### src/rtl/seven_seg_frame_decoder_pkg.sv
// Shared segment-pattern constants for the 7-segment receive path and display checkers.
// Patterns are seg[7:1] = a..g with the decimal point excluded.
package seven_seg_frame_decoder_pkg;
  localparam logic [6:0] SEG_0     = 7'b1111110;
  localparam logic [6:0] SEG_1     = 7'b0110000;
  localparam logic [6:0] SEG_2     = 7'b1101101;
  localparam logic [6:0] SEG_3     = 7'b1111001;
  localparam logic [6:0] SEG_4     = 7'b0110011;
  localparam logic [6:0] SEG_5     = 7'b1011011;
  localparam logic [6:0] SEG_6     = 7'b1011111;
  localparam logic [6:0] SEG_7     = 7'b1110000;
  localparam logic [6:0] SEG_8     = 7'b1111111;
  localparam logic [6:0] SEG_9     = 7'b1110011;
  localparam logic [6:0] SEG_E     = 7'b1001111;
  localparam logic [6:0] SEG_BLANK = 7'b0000000;

  localparam logic [3:0] NIB_E     = 4'hE;
  localparam logic [3:0] NIB_BLANK = 4'hF;

  localparam int SEG_DP_BIT = 0;
endpackage

### src/rtl/seven_seg_frame_decoder_seg_pattern_decode.sv
// Combinational inverse of the digit-to-segment encoding.
// Unknown glyphs decode to the blank nibble with err raised.
module seg_pattern_decode
  import seven_seg_frame_decoder_pkg::*;
(
  input  logic [6:0] seg,
  output logic [3:0] nibble,
  output logic       err
);

  always_comb begin
    nibble = NIB_BLANK;
    err    = 1'b0;
    case (seg)
      SEG_0:     nibble = 4'd0;
      SEG_1:     nibble = 4'd1;
      SEG_2:     nibble = 4'd2;
      SEG_3:     nibble = 4'd3;
      SEG_4:     nibble = 4'd4;
      SEG_5:     nibble = 4'd5;
      SEG_6:     nibble = 4'd6;
      SEG_7:     nibble = 4'd7;
      SEG_8:     nibble = 4'd8;
      SEG_9:     nibble = 4'd9;
      SEG_E:     nibble = NIB_E;
      SEG_BLANK: nibble = NIB_BLANK;
      default:   err    = 1'b1;
    endcase
  end

endmodule

### src/rtl/seven_seg_frame_decoder.sv
// Rebuilds displayed digits from a scanned 7-segment bus: stability filter,
// per-digit capture slots, frame assembly and valid/ready output handshake.
module seven_seg_frame_decoder
  import seven_seg_frame_decoder_pkg::*;
#(
  parameter int NUM_DIGITS    = 8,
  parameter int STABLE_CYCLES = 4
) (
  input  logic                    clk,
  input  logic                    rst,
  input  logic [7:0]              seg_in,
  input  logic [NUM_DIGITS-1:0]   an_in,
  input  logic                    out_ready,
  output logic                    out_valid,
  output logic [4*NUM_DIGITS-1:0] digits_out,
  output logic [NUM_DIGITS-1:0]   dp_out,
  output logic [NUM_DIGITS-1:0]   err_out,
  output logic                    overrun
);

  localparam int CW = $clog2(STABLE_CYCLES + 1);
  localparam logic [CW-1:0] CNT_MAX = CW'(STABLE_CYCLES);

  logic [NUM_DIGITS+7:0]   sample;
  logic [CW-1:0]           cnt, cnt_next;
  logic [NUM_DIGITS-1:0]   seen, seen_next;
  logic [4*NUM_DIGITS-1:0] slot_nib, slot_nib_next;
  logic [NUM_DIGITS-1:0]   slot_dp, slot_dp_next;
  logic [NUM_DIGITS-1:0]   slot_err, slot_err_next;
  logic                    changed, capture, frame_done;
  logic [3:0]              dec_nib;
  logic                    dec_err;

  seg_pattern_decode u_decode (
    .seg    (seg_in[7:1]),
    .nibble (dec_nib),
    .err    (dec_err)
  );

  always_comb begin
    changed = ({an_in, seg_in} != sample);
    if (changed)              cnt_next = CW'(1);
    else if (cnt == CNT_MAX)  cnt_next = cnt;
    else                      cnt_next = cnt + CW'(1);

    // Fire only on the edge the count arrives at the threshold, so one capture per dwell.
    capture = $onehot(an_in) && (cnt_next == CNT_MAX) && (changed || cnt != CNT_MAX);

    slot_nib_next = slot_nib;
    slot_dp_next  = slot_dp;
    slot_err_next = slot_err;
    seen_next     = seen;
    if (capture) begin
      for (int i = 0; i < NUM_DIGITS; i++) begin
        if (an_in[i]) begin
          slot_nib_next[4*i +: 4] = dec_nib;
          slot_dp_next[i]         = seg_in[SEG_DP_BIT];
          slot_err_next[i]        = dec_err;
        end
      end
      seen_next = seen | an_in;
    end
    frame_done = &seen_next;
  end

  always_ff @(posedge clk or posedge rst) begin
    if (rst) begin
      sample     <= '0;
      cnt        <= '0;
      seen       <= '0;
      slot_nib   <= '1;
      slot_dp    <= '0;
      slot_err   <= '0;
      out_valid  <= 1'b0;
      digits_out <= '1;
      dp_out     <= '0;
      err_out    <= '0;
      overrun    <= 1'b0;
    end else begin
      sample   <= {an_in, seg_in};
      cnt      <= cnt_next;
      slot_nib <= slot_nib_next;
      slot_dp  <= slot_dp_next;
      slot_err <= slot_err_next;
      if (frame_done) begin
        seen <= '0;
        if (!out_valid || out_ready) begin
          digits_out <= slot_nib_next;
          dp_out     <= slot_dp_next;
          err_out    <= slot_err_next;
          out_valid  <= 1'b1;
        end else begin
          overrun <= 1'b1;
        end
      end else begin
        seen <= seen_next;
        if (out_valid && out_ready) out_valid <= 1'b0;
      end
    end
  end

endmodule
### config.mk
export PLATFORM = sky130hd
export DESIGN_NAME = seven_seg_frame_decoder
export DESIGN_NICKNAME = d
export VERILOG_FILES = /design/src/rtl/seven_seg_frame_decoder_pkg.sv /design/src/rtl/seven_seg_frame_decoder_seg_pattern_decode.sv /design/src/rtl/seven_seg_frame_decoder.sv
export SDC_FILE = /design/constraint.sdc
export NUM_CORES = 1
export LEC_CHECK = 0
export CAP_MARGIN = 0
export CORE_MARGIN = 2
export CORE_UTILIZATION = 40
export DETAILED_ROUTE_END_ITERATION = 10
export HOLD_SLACK_MARGIN = 0.12
export PLACE_DENSITY = 0.63
export SYNTH_ARGS = -nofsm -noshare
export SYNTH_HDL_FRONTEND = slang
export SYNTH_SLANG_ARGS = --single-unit
### constraint.sdc
create_clock -name clk -period 12.6 [get_ports clk]
set_input_delay 2.52 -clock clk [delete_from_list [all_inputs] [get_ports clk]]
set_output_delay 2.52 -clock clk [all_outputs]
set_load 0.05 [all_outputs]
Word-level counts from Yosys, hierarchy flattened
Cells that the tools add are included.

Add/sub/neg operators: 8. Multipliers: 0. Divide/modulo/power cells: 0. Magnitude comparators: 0. Eq/ne operators: 17. Shift operators: 0. Multiplexer cells: 36. Bitwise operators: 2. Reductions and logical operators: 13.

Operators by type and width (number): equality test 7 bit (second input constant) (9); one-hot mux 4 bit (11 select lines) (1); 2-to-1 mux 32 bit (1); 2-to-1 mux 4 bit (8); 2-to-1 mux 8 bit (4); 2-to-1 mux 1 bit (20); AND reduction 9 bit (2); != test 16 bit (1); equality test 7 x 6 -> 1 bit (second input constant) (2); OR reduction 12 bit (1); adder 1 x 1 -> 2 bit (4); bitwise OR 8 bit (1); AND reduction 8 bit (1); zero test 7 bit (1); adder 2 x 2 -> 3 bit (2); equality test 3 bit (second input constant) (2); 2-to-1 mux 3 bit (2); adder 3 x 3 -> 4 bit (1); equality test 4 x 1 -> 1 bit (second input constant) (1); adder 3 x 1 -> 3 bit (second input constant) (1); logical AND 1 bit (3); != test 3 bit (second input constant) (1); logical OR 1 bit (2); != test 2 x 1 -> 1 bit (second input constant) (1); other kinds (4) (4).

Register bits: 125. Latch bits: 0. RAM bits: 0. Memory bits (read-only): 0. Input port bits: 19. Word-level logic and storage cells: 87. Memories: 0.

Longest topological paths before layout
Word-level depth: 10. Depth in mapped cells: 18.

Modules after synthesis
A second synthesis with hierarchy kept.

Cell total of the unflattened synthesis: 376. Area total of the unflattened synthesis: 5417.7 um^2.

By module, submodules not included: seven_seg_frame_decoder (times used 1, cells each 332, area each 5101.1 um^2); seg_pattern_decode (times used 1, cells each 44, area each 316.6 um^2).

Worst setup path after synthesis
Ideal clock, no wire load.

Path type: input port to flip-flop. Start: input port an_in[0]. End: register dp_out[0]. Setup time: 125 ps. Data arrival time: 6752 ps. Data required time: 12475 ps. Slack: 5723 ps. Cell stages on the path: 18. Cells stage by stage: inv_1 fa_1 fa_1 fa_1 inv_1 ha_1 inv_1 fa_1 and4b_1 o211ai_1 a21oi_1 buf_2 a31oi_1 a2111oi_4 nand4_2 buf_6 buf_6 mux2_4.

Word-level cells in the longest chain between the ends: 8. Elaborated cells between the ends (all ways): 15.

RTL lines: start: declaration (line seven_seg_frame_decoder.sv:12) `input logic [NUM_DIGITS-1:0] an_in,`; adder 1 x 1 -> 2 bit (implied by the code) (line seven_seg_frame_decoder.sv:47) `capture = $onehot(an_in) && (cnt_next == CNT_MAX) && (changed || cnt != CNT_MAX);`; adder 2 x 2 -> 3 bit (implied by the code) (line seven_seg_frame_decoder.sv:47); adder 3 x 3 -> 4 bit (implied by the code) (line seven_seg_frame_decoder.sv:47); equality test 4 x 1 -> 1 bit (line seven_seg_frame_decoder.sv:47); logical AND 1 bit (2 in a row) (line seven_seg_frame_decoder.sv:47); 2-to-1 mux 8 bit (line seven_seg_frame_decoder.sv:53) `if (capture) begin`; AND reduction 9 bit (no line); end signal: assignment (line seven_seg_frame_decoder.sv:89) `dp_out <= slot_dp_next;`; end: declaration (line seven_seg_frame_decoder.sv:16) `output logic [NUM_DIGITS-1:0] dp_out,`.

Parallel ways exist; a longest one is shown, timed or not. A chain may end at the register's enable or synchronous reset.

Worst setup path in the final report
Start: input port an_in[3]. End: register err_out[6].

Word-level cells in the longest chain between the ends: 8. Elaborated cells between the ends (all ways): 14.

RTL lines: adder 1 x 1 -> 2 bit (implied by the code) (line seven_seg_frame_decoder.sv:47); adder 2 x 2 -> 3 bit (implied by the code) (line seven_seg_frame_decoder.sv:47); adder 3 x 3 -> 4 bit (implied by the code) (line seven_seg_frame_decoder.sv:47); equality test 4 x 1 -> 1 bit (line seven_seg_frame_decoder.sv:47); logical AND 1 bit (2 in a row) (line seven_seg_frame_decoder.sv:47); 2-to-1 mux 8 bit (line seven_seg_frame_decoder.sv:53); AND reduction 9 bit (no line); end signal: assignment (line seven_seg_frame_decoder.sv:90) `err_out <= slot_err_next;`; end: declaration (line seven_seg_frame_decoder.sv:17) `output logic [NUM_DIGITS-1:0] err_out,`.

Parallel ways exist; a longest one is shown, timed or not.

==> flow_summary.yaml <==
status:
  status: "completed"
synth:
  ys.flop_type: "dfstp_2"
  yosysTopAreaCellShare_pct: 30.8
  syn_nets: 401
  synth_area_leaders: "dfstp_2 (31%), dfrtp_1 (28%), mux2_2 (16%)"
  synth_top_area_cell: "dfstp_2"
  syn_inst: 373
  synth_seq_cells: 125
  syn_area_um2: 5450
  async_flop_share_pct: 100
  ys_types: 47
  seq_area_frac_synth_pct: 58.8
  synth_edf_count: 0
  ys_warn_count: 0
  syn-mean-instance-area_um2: 14.6
placement:
  io_buffers: 68
  place.gp.congestion: 0.801
  place_hpwl_um: 7070
  pre_cts_ws_ns: 3.60
cts:
  cts_root_buf: "clkbuf_16"
  cts_tree: "built"
  postCtsSetupBuffers: 0
  cts.sinks: 125
  cts.repair.resized: 0
  hold_buffers: 0
  cts_buffer_depth: 2
  numCtsBuffers: 17
  h-tree-depth: 4
  insertion_delay_ns: 0.41
  path_clk_slew_ns: 0.05
power_and_ir_drop:
  clockPowerShare_pct: 50.5
  p_comb_share_pct: 5.0
  powerDensity_nw_per_um2: 133
  leakage_nw: 3.04
  p_sw_share_pct: 21.6
  switching_power_w: 0.000197
  power_frac_seq_pct: 44.5
  peakVddDrop_mv: 0.0974
  internal-power_w: 0.000716
  total_power_w: 0.000913
layout:
  diodes: 0
  nets: 475
  drive_gt1_share_pct: 44.1
  area_delta_synth_final_pct: 25.8
setup_path:
  cp_max_fo: 48
  cp-start-kind: "input pin"
  end_kind: "flop"
  path_class: "input pin to flop"
  path_cells: "clkdlybuf4s50_1 > inv_1 > fa_1 > fa_1 > fa_1 > inv_1 > ha_1 > inv_1 > fa_1 > and4b_1 > o211ai_1 > a21oi_1 > a31oi_1 > a2111oi_4 > nand4_4 > mux2_4"
  crit_path_max_incr_delay_ns: 0.86
  rr_startpoint: "cnt[0]$_DFF_PP0_"
  regToRegSetupSlack_ns: 8.20
  critPathLaunch: "an_in[3]"
  crit_arrival_ns: 8.81
  crit_path_frequent_cell: "fa_1"
  cp_slowest_cell: "nand4_4"
  required_ns: 12.88
global_route:
  grt_pass1_wl_um: 18000
  gr-max-usage-layer: "met2"
  grt_pass1_vias: 3404
  grt_max_degree: 90
  antenna_found_initial: 0
  met1_usage_pct: 21.7
  grt-ovfl-total: 0
  met3_usage_pct: 5.05
  globalRouteMet2Util_pct: 25.6
  grt_usage_pct: 16.3
timing:
  min_period_ns: 8.52
  max_slew_margin_pct: 28.8
  final-hold-violation-count: 0
  max_freq_mhz: 117
  worst_slew_pin_slew_ns: 1.07
  setup_viol: 0
  rsz0062_at_grt: "false"
  skew_ns: 0.0107
  fin_ws_ns: 4.08
  slew_violations: 0
  fin_tns_setup_ns: 0
  finalCritPeriodShare_pct: 67.6
floorplan:
  die_area_um2: 14600
  die_w_um: 121
  ios: 69
  die_h_um: 121
  num_rows: 42
  initial_core_util_pct: 41.0
  fp.coreArea_um2: 13300
routing:
  drt_iter0_markers: 147
  drtAntennaViolNets: 0
  firstDrtPassIters: 4
  route.vias.total: 3161
  drc: 0
  avgViaCountPerCell: 4.97
  drt_wl_total_um: 10800
  wl_per_cell_um: 17.0
worst_hold_path:
  hold_path_startpoint: "overrun$_DFFE_PP0P_"
  hold_path_class: "flop to flop"
run:
  cap_viol_max_count: 0
per-stage QoR:
| step | area, um2 | instances | hold slack, ns | util [%] |
|---|---|---|---|---|
| 6_report | 6860 | 636 | 0.484 | 51.6 |
| 3_5_place_dp | 6280 | 604 | 0.479 | 47.3 |
| 2_1_floorplan | 5450 | 373 | 0.468 | - |
| 5_1_grt | 6860 | 636 | 0.502 | 51.6 |
| 3_3_place_gp | 6280 | 604 | 0.457 | 47.3 |
| 4_1_cts | 6860 | 636 | 0.494 | 51.6 |
cells in the mapped netlist (2+ instances only):
| cell | n |
|---|---|
| nor2_1 | 5 |
| buf_2 | 8 |
| fa_1 | 4 |
| dfrtp_1 | 61 |
| a21oi_1 | 3 |
| buf_6 | 4 |
| nand2_1 | 12 |
| xnor2_1 | 17 |
| dfstp_2 | 64 |
| nand2b_1 | 4 |
| a31oi_1 | 10 |
| mux2_4 | 20 |
| ha_1 | 5 |
| o22ai_1 | 2 |
| nor3_1 | 6 |
| nand3_2 | 4 |
| nand3_1 | 7 |
| nand4_1 | 4 |
| clkbuf_1 | 2 |
| inv_1 | 23 |
| a21boi_0 | 5 |
| a22oi_2 | 2 |
| a211o_1 | 2 |
| mux2_2 | 76 |
worst paths after layout:
| check | endpoint | cells after the start |
|---|---|---|
| setup / recovery | err_out[6]$_DFFE_PP0P_ | 16 |
| hold / removal | overrun$_DFFE_PP0P_ | 1 |
| setup reg to reg | err_out[6]$_DFFE_PP0P_ | 9 |
| hold reg to reg | overrun$_DFFE_PP0P_ | 1 |
| max in group asynchronous | sample[3]$_DFF_PP0_ | 3 |
| min in group asynchronous | slot_dp[6]$_DFF_PP0_ | 2 |
logic make-up (layout without fill, tap and decap cells):
logic type	Yosys count	count (layout)	synth area share, %
buffers and inverters	38	125	3.35
adder cells (fa/ha/maj)	9	9	2.62
AO/OA/AOI/OAI	34	34	4.89
XOR/XNOR	19	19	3.19
multiplexers	96	96	21.2
flip-flops	125	125	58.8
AND/OR/NAND/NOR	52	52	5.92
per-layer routing:
layer  up-vias  routed length, um
met4         0                100
met1      1611               4930
li1       1462                  -
met3        11                545
met5         -                  0
met2        77               5220
placed cells by master, fill, tap and decap left out, types with 2 or more instances in the layout:
cell type and instances:
ha_1 5, clkinv_4 2, a211o_1 2, nand4_1 4, clkbuf_16 18, o22ai_1 2
nand2_1 12, clkbuf_1 3, nor2_1 5, nand3_1 7, a22oi_2 2, dfrtp_1 61
a21oi_1 3, mux2_2 76, clkinvlp_4 3, xnor2_1 17, clkbuf_8 2, nand2b_1 4
dfstp_2 64, a21boi_0 5, fa_1 4, nor3_1 6, buf_4 2, clkdlybuf4s50_1 68
clkinv_2 3, inv_1 22, a31oi_1 10, nand3_2 4, mux2_4 20
power groups by stage:
stage	clock [W]	combinational, W	sequential (W)
detailed placement	0	0.0000467	0.000413
finish	0.000461	0.0000458	0.000407
floorplan	0	0.0000301	0.000413
global placement	0	0.0000454	0.000413
CTS	0.000474	0.0000470	0.000407
global route	0.000494	0.0000524	0.000407
area by class of cell:
type / count / area, um2
fillers: 1157 / 6440
flip-flops and latches: 125 / 3210
multi-input cells: 210 / 2070
repair buffers: 70 / 696
clock buffers: 23 / 489
well taps: 176 / 220
inverters: 23 / 88.8
clock inverters: 9 / 85.1
state kept, by name, summed over array words and instances (netlist names), 3 cells and up:
register and cells:
seen 8, err_out 8, cnt 3, dp_out 8, digits_out 32, slot_err 8
slot_nib 32, sample 16, slot_dp 8
worst max-delay path: cells and delay by family:
family / cells / cell delay, ns
adders and majority gates: 5 / 2.01
AOI/OAI and AO/OA: 4 / 1.76
and+or+nand+nor: 2 / 1.05
buffers and inverters: 4 / 0.84
muxes: 1 / 0.60
(Power assumes the default switching activity.)
